===== src/rtl/tour_pkg.sv =====
// Shared types and constants for the knight's-tour command sequencer.
package tour_pkg;

  typedef enum logic [2:0] {
    StIdle,
    StVert,
    StVertWait,
    StHorz,
    StHorzWait
  } tour_state_e;

  localparam logic [3:0] OpMove        = 4'h2;
  localparam logic [3:0] OpMoveFanfare = 4'h3;

  localparam logic [7:0] HeadNorth = 8'h00;
  localparam logic [7:0] HeadWest  = 8'h3F;
  localparam logic [7:0] HeadSouth = 8'h7F;
  localparam logic [7:0] HeadEast  = 8'hBF;

  localparam logic [7:0] RespAck  = 8'h5A;
  localparam logic [7:0] RespDone = 8'hA5;

  localparam int unsigned LAST_MOVE = 23;

  // Pack a command word: opcode, heading, square count.
  function automatic logic [15:0] make_cmd(input logic [3:0] op, input logic [7:0] head,
                                           input logic [3:0] squares);
    return {op, head, squares};
  endfunction

endpackage


===== src/rtl/knight_move_decode.sv =====
// Combinational decode of a one-hot knight move into vertical and horizontal leg commands.
module knight_move_decode
  import tour_pkg::*;
(
  input  logic [7:0]  move,
  output logic [15:0] vert_cmd,
  output logic [15:0] horz_cmd,
  output logic        valid
);

  logic [2:0] sel;
  logic       dx_pos;
  logic       dy_pos;
  logic [3:0] dx_mag;
  logic [3:0] dy_mag;

  // Pick the lowest set bit, then map it to a signed (dx,dy) pair.
  always_comb begin
    sel = 3'd0;
    for (int i = 7; i >= 0; i--) begin
      if (move[i]) sel = 3'(i);
    end
    dx_pos = 1'b0;
    dy_pos = 1'b0;
    dx_mag = 4'd0;
    dy_mag = 4'd0;
    unique case (sel)
      3'd0: begin dx_pos = 1'b1; dx_mag = 4'd1; dy_pos = 1'b1; dy_mag = 4'd2; end
      3'd1: begin dx_pos = 1'b0; dx_mag = 4'd1; dy_pos = 1'b1; dy_mag = 4'd2; end
      3'd2: begin dx_pos = 1'b0; dx_mag = 4'd2; dy_pos = 1'b1; dy_mag = 4'd1; end
      3'd3: begin dx_pos = 1'b0; dx_mag = 4'd2; dy_pos = 1'b0; dy_mag = 4'd1; end
      3'd4: begin dx_pos = 1'b0; dx_mag = 4'd1; dy_pos = 1'b0; dy_mag = 4'd2; end
      3'd5: begin dx_pos = 1'b1; dx_mag = 4'd1; dy_pos = 1'b0; dy_mag = 4'd2; end
      3'd6: begin dx_pos = 1'b1; dx_mag = 4'd2; dy_pos = 1'b0; dy_mag = 4'd1; end
      3'd7: begin dx_pos = 1'b1; dx_mag = 4'd2; dy_pos = 1'b1; dy_mag = 4'd1; end
      default: ;
    endcase
    valid    = |move;
    vert_cmd = make_cmd(OpMove, dy_pos ? HeadNorth : HeadSouth, dy_mag);
    horz_cmd = make_cmd(OpMoveFanfare, dx_pos ? HeadEast : HeadWest, dx_mag);
  end

endmodule


===== src/rtl/tour_cmd.sv =====
// Sequences a 24-move knight's tour into motion commands, muxed with UART traffic when idle.
module tour_cmd
  import tour_pkg::*;
(
  input  logic        clk,
  input  logic        rst_n,
  input  logic        tour_go,
  input  logic [7:0]  move,
  output logic [4:0]  mv_indx,
  input  logic [15:0] cmd_UART,
  input  logic        cmd_rdy_UART,
  output logic        clr_cmd_rdy_UART,
  output logic [15:0] cmd,
  output logic        cmd_rdy,
  input  logic        clr_cmd_rdy,
  input  logic        send_resp,
  output logic [7:0]  resp
);

  tour_state_e state_q, state_d;
  logic [4:0]  mv_indx_q, mv_indx_d;
  logic [15:0] tour_cmd_q, tour_cmd_d;
  logic [15:0] horz_q, horz_d;
  logic        tour_rdy_q, tour_rdy_d;

  logic [15:0] dec_vert;
  logic [15:0] dec_horz;
  logic        dec_valid;
  logic        last_move;

  knight_move_decode u_decode (
    .move     (move),
    .vert_cmd (dec_vert),
    .horz_cmd (dec_horz),
    .valid    (dec_valid)
  );

  assign last_move = (mv_indx_q == 5'(LAST_MOVE));

  // State and tour registers.
  always_ff @(posedge clk or negedge rst_n) begin
    if (!rst_n) begin
      state_q    <= StIdle;
      mv_indx_q  <= 5'd0;
      tour_cmd_q <= 16'd0;
      horz_q     <= 16'd0;
      tour_rdy_q <= 1'b0;
    end else begin
      state_q    <= state_d;
      mv_indx_q  <= mv_indx_d;
      tour_cmd_q <= tour_cmd_d;
      horz_q     <= horz_d;
      tour_rdy_q <= tour_rdy_d;
    end
  end

  // Next-state: each move is a vertical leg then a horizontal leg, each a rdy/clr/resp handshake.
  always_comb begin
    state_d    = state_q;
    mv_indx_d  = mv_indx_q;
    tour_cmd_d = tour_cmd_q;
    horz_d     = horz_q;
    tour_rdy_d = tour_rdy_q;
    unique case (state_q)
      StIdle: begin
        if (tour_go) begin
          mv_indx_d = 5'd0;
          state_d   = StVert;
        end
      end
      StVert: begin
        // First cycle in VERT samples the move addressed by the now-settled mv_indx.
        if (!tour_rdy_q) begin
          if (!dec_valid) begin
            state_d = StIdle;
          end else begin
            tour_cmd_d = dec_vert;
            horz_d     = dec_horz;
            tour_rdy_d = 1'b1;
          end
        end else if (clr_cmd_rdy) begin
          tour_rdy_d = 1'b0;
          state_d    = StVertWait;
        end
      end
      StVertWait: begin
        if (send_resp) begin
          tour_cmd_d = horz_q;
          tour_rdy_d = 1'b1;
          state_d    = StHorz;
        end
      end
      StHorz: begin
        if (clr_cmd_rdy) begin
          tour_rdy_d = 1'b0;
          state_d    = StHorzWait;
        end
      end
      StHorzWait: begin
        if (send_resp) begin
          if (last_move) begin
            state_d = StIdle;
          end else begin
            mv_indx_d = mv_indx_q + 5'd1;
            state_d   = StVert;
          end
        end
      end
      default: state_d = StIdle;
    endcase
  end

  // Output mux: UART pass-through when idle, tour registers otherwise.
  always_comb begin
    mv_indx = mv_indx_q;
    if (state_q == StIdle) begin
      cmd              = cmd_UART;
      cmd_rdy          = cmd_rdy_UART;
      clr_cmd_rdy_UART = clr_cmd_rdy;
      resp             = RespDone;
    end else begin
      cmd              = tour_cmd_q;
      cmd_rdy          = tour_rdy_q;
      clr_cmd_rdy_UART = 1'b0;
      resp             = (last_move && (state_q == StHorz || state_q == StHorzWait)) ?
                         RespDone : RespAck;
    end
  end

endmodule

===== config.mk =====
export PLATFORM = sky130hd
export DESIGN_NAME = tour_cmd
export DESIGN_NICKNAME = d
export VERILOG_FILES = /design/src/rtl/tour_pkg.sv /design/src/rtl/knight_move_decode.sv /design/src/rtl/tour_cmd.sv
export SDC_FILE = /design/constraint.sdc
export NUM_CORES = 1
export LEC_CHECK = 0
export CAP_MARGIN = 30
export CELL_PAD_IN_SITES_DETAIL_PLACEMENT = 0
export CELL_PAD_IN_SITES_GLOBAL_PLACEMENT = 1
export CORE_ASPECT_RATIO = 1.5
export CORE_MARGIN = 1
export CORE_UTILIZATION = 44
export DETAILED_ROUTE_END_ITERATION = 10
export DONT_BUFFER_PORTS = 1
export HOLD_SLACK_MARGIN = 0.15
export PLACE_DENSITY = 0.81
export SYNTH_ARGS = -nofsm -noshare
export SYNTH_HDL_FRONTEND = slang
export SYNTH_SLANG_ARGS = --single-unit

===== constraint.sdc =====
create_clock -name clk -period 2.6 [get_ports clk]
set_input_delay 0.52 -clock clk [delete_from_list [all_inputs] [get_ports clk]]
set_output_delay 0.52 -clock clk [all_outputs]
set_load 0.01 [all_outputs]

== Word level (Yosys, flattened, before mapping) ==
Memories as Yosys holds them, arrays and structs flattened.
Cells that the tools add are included.

* Register bits: 38
* Bits in read-only memories: 48
* Bits of input ports: 30
* Output and inout port bits: 31
* Word-level logic and storage cells: 72
* Memories kept: 1

* Add/sub/neg operators: 1
* Equality and inequality tests: 14
* Muxes and demuxes: 38
* Bitwise logic cells: 1
* Reduce and logical (&&, ||, !) cells: 12

{| class="wikitable"
|+ Memory list
! memory !! words !! width !! read ports !! clocked after memory_dff !! wr ports !! line !! RTL
|-
| (no name shown) || 8 || 6 || 1 || 0 || 0 || knight_move_decode.sv:27 || <nowiki>unique case (sel)</nowiki>
|}

{| class="wikitable"
|+ Operator list
! cell !! count
|-
| $mux W16 || 4
|-
| $mux W3 || 15
|-
| $pmux W16 S2 || 1
|-
| $mux W8 || 3
|-
| $mux W5 || 3
|-
| $pmux W3 S5 || 1
|-
| $ne A2 B2 Y1 const B || 7
|-
| $pmux W5 S2 || 1
|-
| $mux W1 || 8
|-
| $reduce_and A4 Y1 || 2
|-
| $reduce_or A8 Y1 || 1
|-
| $mux W7 || 1
|-
| $eq A3 B2 Y1 const B || 2
|-
| $ne A3 B3 Y1 const B || 2
|-
| $reduce_and A3 Y1 || 2
|-
| $reduce_and A6 Y1 || 1
|-
| $add A5 B1 Y5 const B || 1
|-
| $eq A5 B5 Y1 const B || 1
|-
| $reduce_bool A2 Y1 || 2
|-
| $eq A3 B1 Y1 const B || 1
|-
| $eq A3 B3 Y1 const B || 1
|-
| $logic_not A3 Y1 || 1
|-
| $pmux W1 S3 || 1
|-
| $reduce_bool A3 Y1 || 1
|-
| other kinds (3) || 3
|}

== Logic depth before layout (Yosys ltp) ==
An unclocked memory read counts as a cell.

* Depth in word-level cells: 13
* Mapped depth: 6
* Mapped depth without buffers: 5

== Cells and area by module ==
Synthesis repeated with hierarchy kept, for this count alone.

* Cells, all modules: 246
* Area total of the unflattened synthesis: 2681.3 um2

{| class="wikitable"
|+ By module, submodules not included
! module !! times used !! cells each !! area each (um2) !! sequential area each (um2)
|-
| tour_cmd || 1 || 197 || 2352.3 || 1026.0
|-
| knight_move_decode || 1 || 49 || 329.1 || 0.0
|}

== Worst setup path after synthesis ==
No wires, ideal clock.

* Path type: register to output
* Start point: register mv_indx_q[0] (netlist: mv_indx[0])
* End point: output resp[2]
* Arrival time: 1.534 ns
* Path slack: 0.546 ns
* Cell stages (with the launch flop): 7
* Buffers on the path: 1
* Cells stage by stage: dfrtp_1 -> ha_1 -> nand4b_1 -> nor2_1 -> nor2_1 -> o22ai_1 -> buf_4

* Longest elaborated chain between the ends: 4

{| class="wikitable"
|+ RTL lines
! element !! line !! RTL
|-
| start, declared || tour_cmd.sv:21 || <nowiki>logic [4:0] mv_indx_q, mv_indx_d;</nowiki>
|-
| start signal, assigned || tour_cmd.sv:50 || <nowiki>mv_indx_q <= mv_indx_d;</nowiki>
|-
| $eq A5 B5 Y1 || tour_cmd.sv:38 || <nowiki>assign last_move = (mv_indx_q == 5'(LAST_MOVE));</nowiki>
|-
| $logic_and A1 B1 Y1 || tour_cmd.sv:125 || <nowiki>resp = (last_move && (state_q == StHorz || state_q == StHorzWait)) ?</nowiki>
|-
| $mux W8 || tour_cmd.sv:125 ||
|-
| $mux W8 || tour_cmd.sv:116 || <nowiki>if (state_q == StIdle) begin</nowiki>
|-
| end, declared || tour_cmd.sv:17 || <nowiki>output logic [7:0] resp</nowiki>
|}

Every way passes these cells.

== Worst setup path in the final report ==
* Start point: register state_q[2]
* End point: output cmd[9]

* Longest elaborated chain between the ends: 2

{| class="wikitable"
|+ RTL lines
! element !! line !! RTL
|-
| start, declared || tour_cmd.sv:20 || <nowiki>tour_state_e state_q, state_d;</nowiki>
|-
| start signal, assigned || tour_cmd.sv:43 || <nowiki>state_q <= StIdle;</nowiki>
|-
| start signal, assigned || tour_cmd.sv:49 || <nowiki>state_q <= state_d;</nowiki>
|-
| $logic_not A3 Y1 || tour_cmd.sv:116 ||
|-
| $mux W16 || tour_cmd.sv:116 ||
|-
| end, declared || tour_cmd.sv:13 || <nowiki>output logic [15:0] cmd,</nowiki>
|}

Every way passes these cells.

==> impl_metrics.json <==
{
  "status": "finished, final reports clean",
  "cts-resized-gates": 0,
  "crit_type": "reg2out",
  "hold_viol_final": 0,
  "dr.pass1.iters": 4,
  "syn2layout_area_growth_pct": 5.87,
  "tritoncts": "done",
  "critPathRequiredTime_ns": 2.08,
  "synth_nets": 174,
  "end_kind": "output port",
  "grt_pass1_vias": 989,
  "synth_area_mm2": 0.00132,
  "async_flop_share": 1.00,
  "holdCritPathClass": "in2reg",
  "post-cts-setup-buffers": 0,
  "core-area_mm2": 0.00288,
  "synth_seq_cells": 20,
  "leakage_uw": 0.000581,
  "port_buffers": 0,
  "clock_path_buffers": 2,
  "syn_avg_cell_area_um2": 9.25,
  "ir_drop_mv": 0.595,
  "cts_sinks": 20,
  "postRouteAntennaNets": 0,
  "dp_hpwl_um": 2060,
  "initial_core_util": 0.459,
  "antenna_found_initial": 0,
  "synth-main-ff-cell": "dfrtp_1",
  "maxSlewViolCount": 0,
  "fin_crit_sh": 0.898,
  "tightest_slew_ns": 0.906,
  "rows": 24,
  "clkTransAtPathRegs_ns": 0.07,
  "grt_pass1_wl_um": 4420,
  "cp_max_fo": 20,
  "grt_util_met2": 0.306,
  "grt_max_degree": 21,
  "gp_congestion": 0.795,
  "layout_setup_ws_ns": 0.266,
  "yosys_warnings": 0,
  "cp-start-kind": "flop",
  "fmax_mhz": 429,
  "cts_buffers": 3,
  "final_cell_mix": "dfrtp_1 (20), nand2_1 (14), nor2_1 (9), o21ai_0 (9), a21o_1 (8)",
  "fp.dieH_um": 69.1,
  "rsz0062_at_grt": "false",
  "tns_ns": 0,
  "drive_gt1_frac": 0.173,
  "grt_usage": 0.188,
  "grtUsageMet1": 0.219,
  "finClkSkew_ns": 0.00244,
  "drt_iter0_drc": 15,
  "ys_types": 45,
  "overflow": 0,
  "drc": 0,
  "layout_commonest_cell": "dfrtp_1",
  "route.vias.total": 1039,
  "pwr_density_cell_mw_per_mm2": 1170,
  "setup-violations-final": 0,
  "grtUsageMet3": 0.0340,
  "yosysSeqAreaShare": 0.378,
  "fin_crit_ns": 2.33,
  "nNetsFinal": 171,
  "die-area_mm2": 0.00323,
  "synthCells": 143,
  "diodes": 0,
  "preCtsSetupSlack_ns": 0.543,
  "finalPower_uw": 1640,
  "maxCapViolCount": 0,
  "wl_um": 2700,
  "routedWlPerCell_um": 15.2,
  "htree_num_levels": 1,
  "viasPerCell": 5.84,
  "clkLatencyLatePin_ns": 0.26,
  "synth-edff-count": 0,
  "grt.busiest_layer": "met2",
  "slew_headroom": 0.394,
  "cts_root_buf": "clkbuf_8",
  "cp_data_arrival_time_ns": 1.81,
  "die_w_um": 46.8,
  "boundaryPins": 61
}
[area by class of cell]
cell class	count	area (um^2)
Multi-Input combinational cell	106	728
Fill cell	302	1480
Clock inverter	1	30.0
Timing Repair Buffer	4	32.5
Sequential cell	20	500
Tap cell	39	48.8
Inverter	5	18.8
Clock buffer	3	41.3
[metal layers]
metal  up-vias  share of wire
li1        507              -
met1       498           0.40
met2        30           0.52
met3         4          0.055
met4         0          0.023
met5         -              0
[synth_stat cells (4+ instances only)]
| cell type | n | share of area |
|---|---|---|
| buf_2 | 4 | 0.015 |
| nand2_1 | 14 | 0.040 |
| nor4_1 | 4 | 0.019 |
| buf_4 | 6 | 0.034 |
| nor2_1 | 9 | 0.026 |
| nand3_1 | 4 | 0.015 |
| a21oi_1 | 5 | 0.019 |
| dfrtp_1 | 20 | 0.38 |
| a21o_1 | 8 | 0.045 |
| inv_1 | 5 | 0.014 |
| mux2_2 | 6 | 0.051 |
| o21ai_0 | 9 | 0.034 |
| and2_1 | 5 | 0.024 |
| or3_1 | 4 | 0.019 |
[path summary, 6_finish.rpt]
check / startpoint / cells after the start / slack [ns] / end
setup / recovery: state_q[2] / 4 / 0.27 / cmd[9]
hold / removal: move[0] / 1 / 0.42 / horz_q[11]
setup reg to reg: state_q[2] / 4 / 0.58 / tour_cmd_q[9]
hold reg to reg: tour_cmd_q[10] / 1 / 0.49 / tour_cmd_q[10]
max in group asynchronous: rst_n / 1 / 1.22 / state_q[2]
min in group asynchronous: rst_n / 1 / 0.83 / tour_cmd_q[1]
[kinds of logic (layout without fill, tap and decap cells)]
family          after synthesis  count (layout)  share of synthesized area
simple gates                 58              58                      0.260
flops                        20              20                      0.378
compound gates               41              41                      0.226
buf+inv                      17              13                     0.0747
mux                           6               6                     0.0511
fa+ha+maj                     1               1                    0.00946
[registers in the layout, indices dropped and copies added, names as in the netlist]
name / flops
tour_rdy_q: 1
horz_q: 4
mv_indx: 5
tour_cmd_q: 7
state_q: 3
[where the power goes]
part / total, uW / internal [uW] / leakage (uW) / switching [uW]
logic: 764 / 329 / 0.000301 / 436
clock network: 314 / 206 / 0.0000357 / 108
registers: 563 / 420 / 0.000244 / 143
total: 1640 / 954 / 0.000581 / 687
[worst max-delay path, stage by stage (launching register included)]
cell     delay [ns]
dfrtp_1        0.70
nor3_2         0.11
buf_4          0.23
nor2b_1        0.33
a21o_1         0.18
[through the flow]
step                utilization  instances  cell area, um^2  hold slack [ns]
finish                    0.486        178             1400            0.423
global route              0.486        178             1400            0.406
global placement          0.457        173             1320            0.225
floorplan                     -        143             1320            0.224
detailed placement        0.457        173             1320            0.225
CTS                       0.486        178             1400            0.420
[what timing repair did]
action	4_1_cts	5_1_grt
setup endpoints to repair	0	0
endpoints found under the hold margin	20	0
hold buffers	1	0
(Power assumes the default switching activity.)
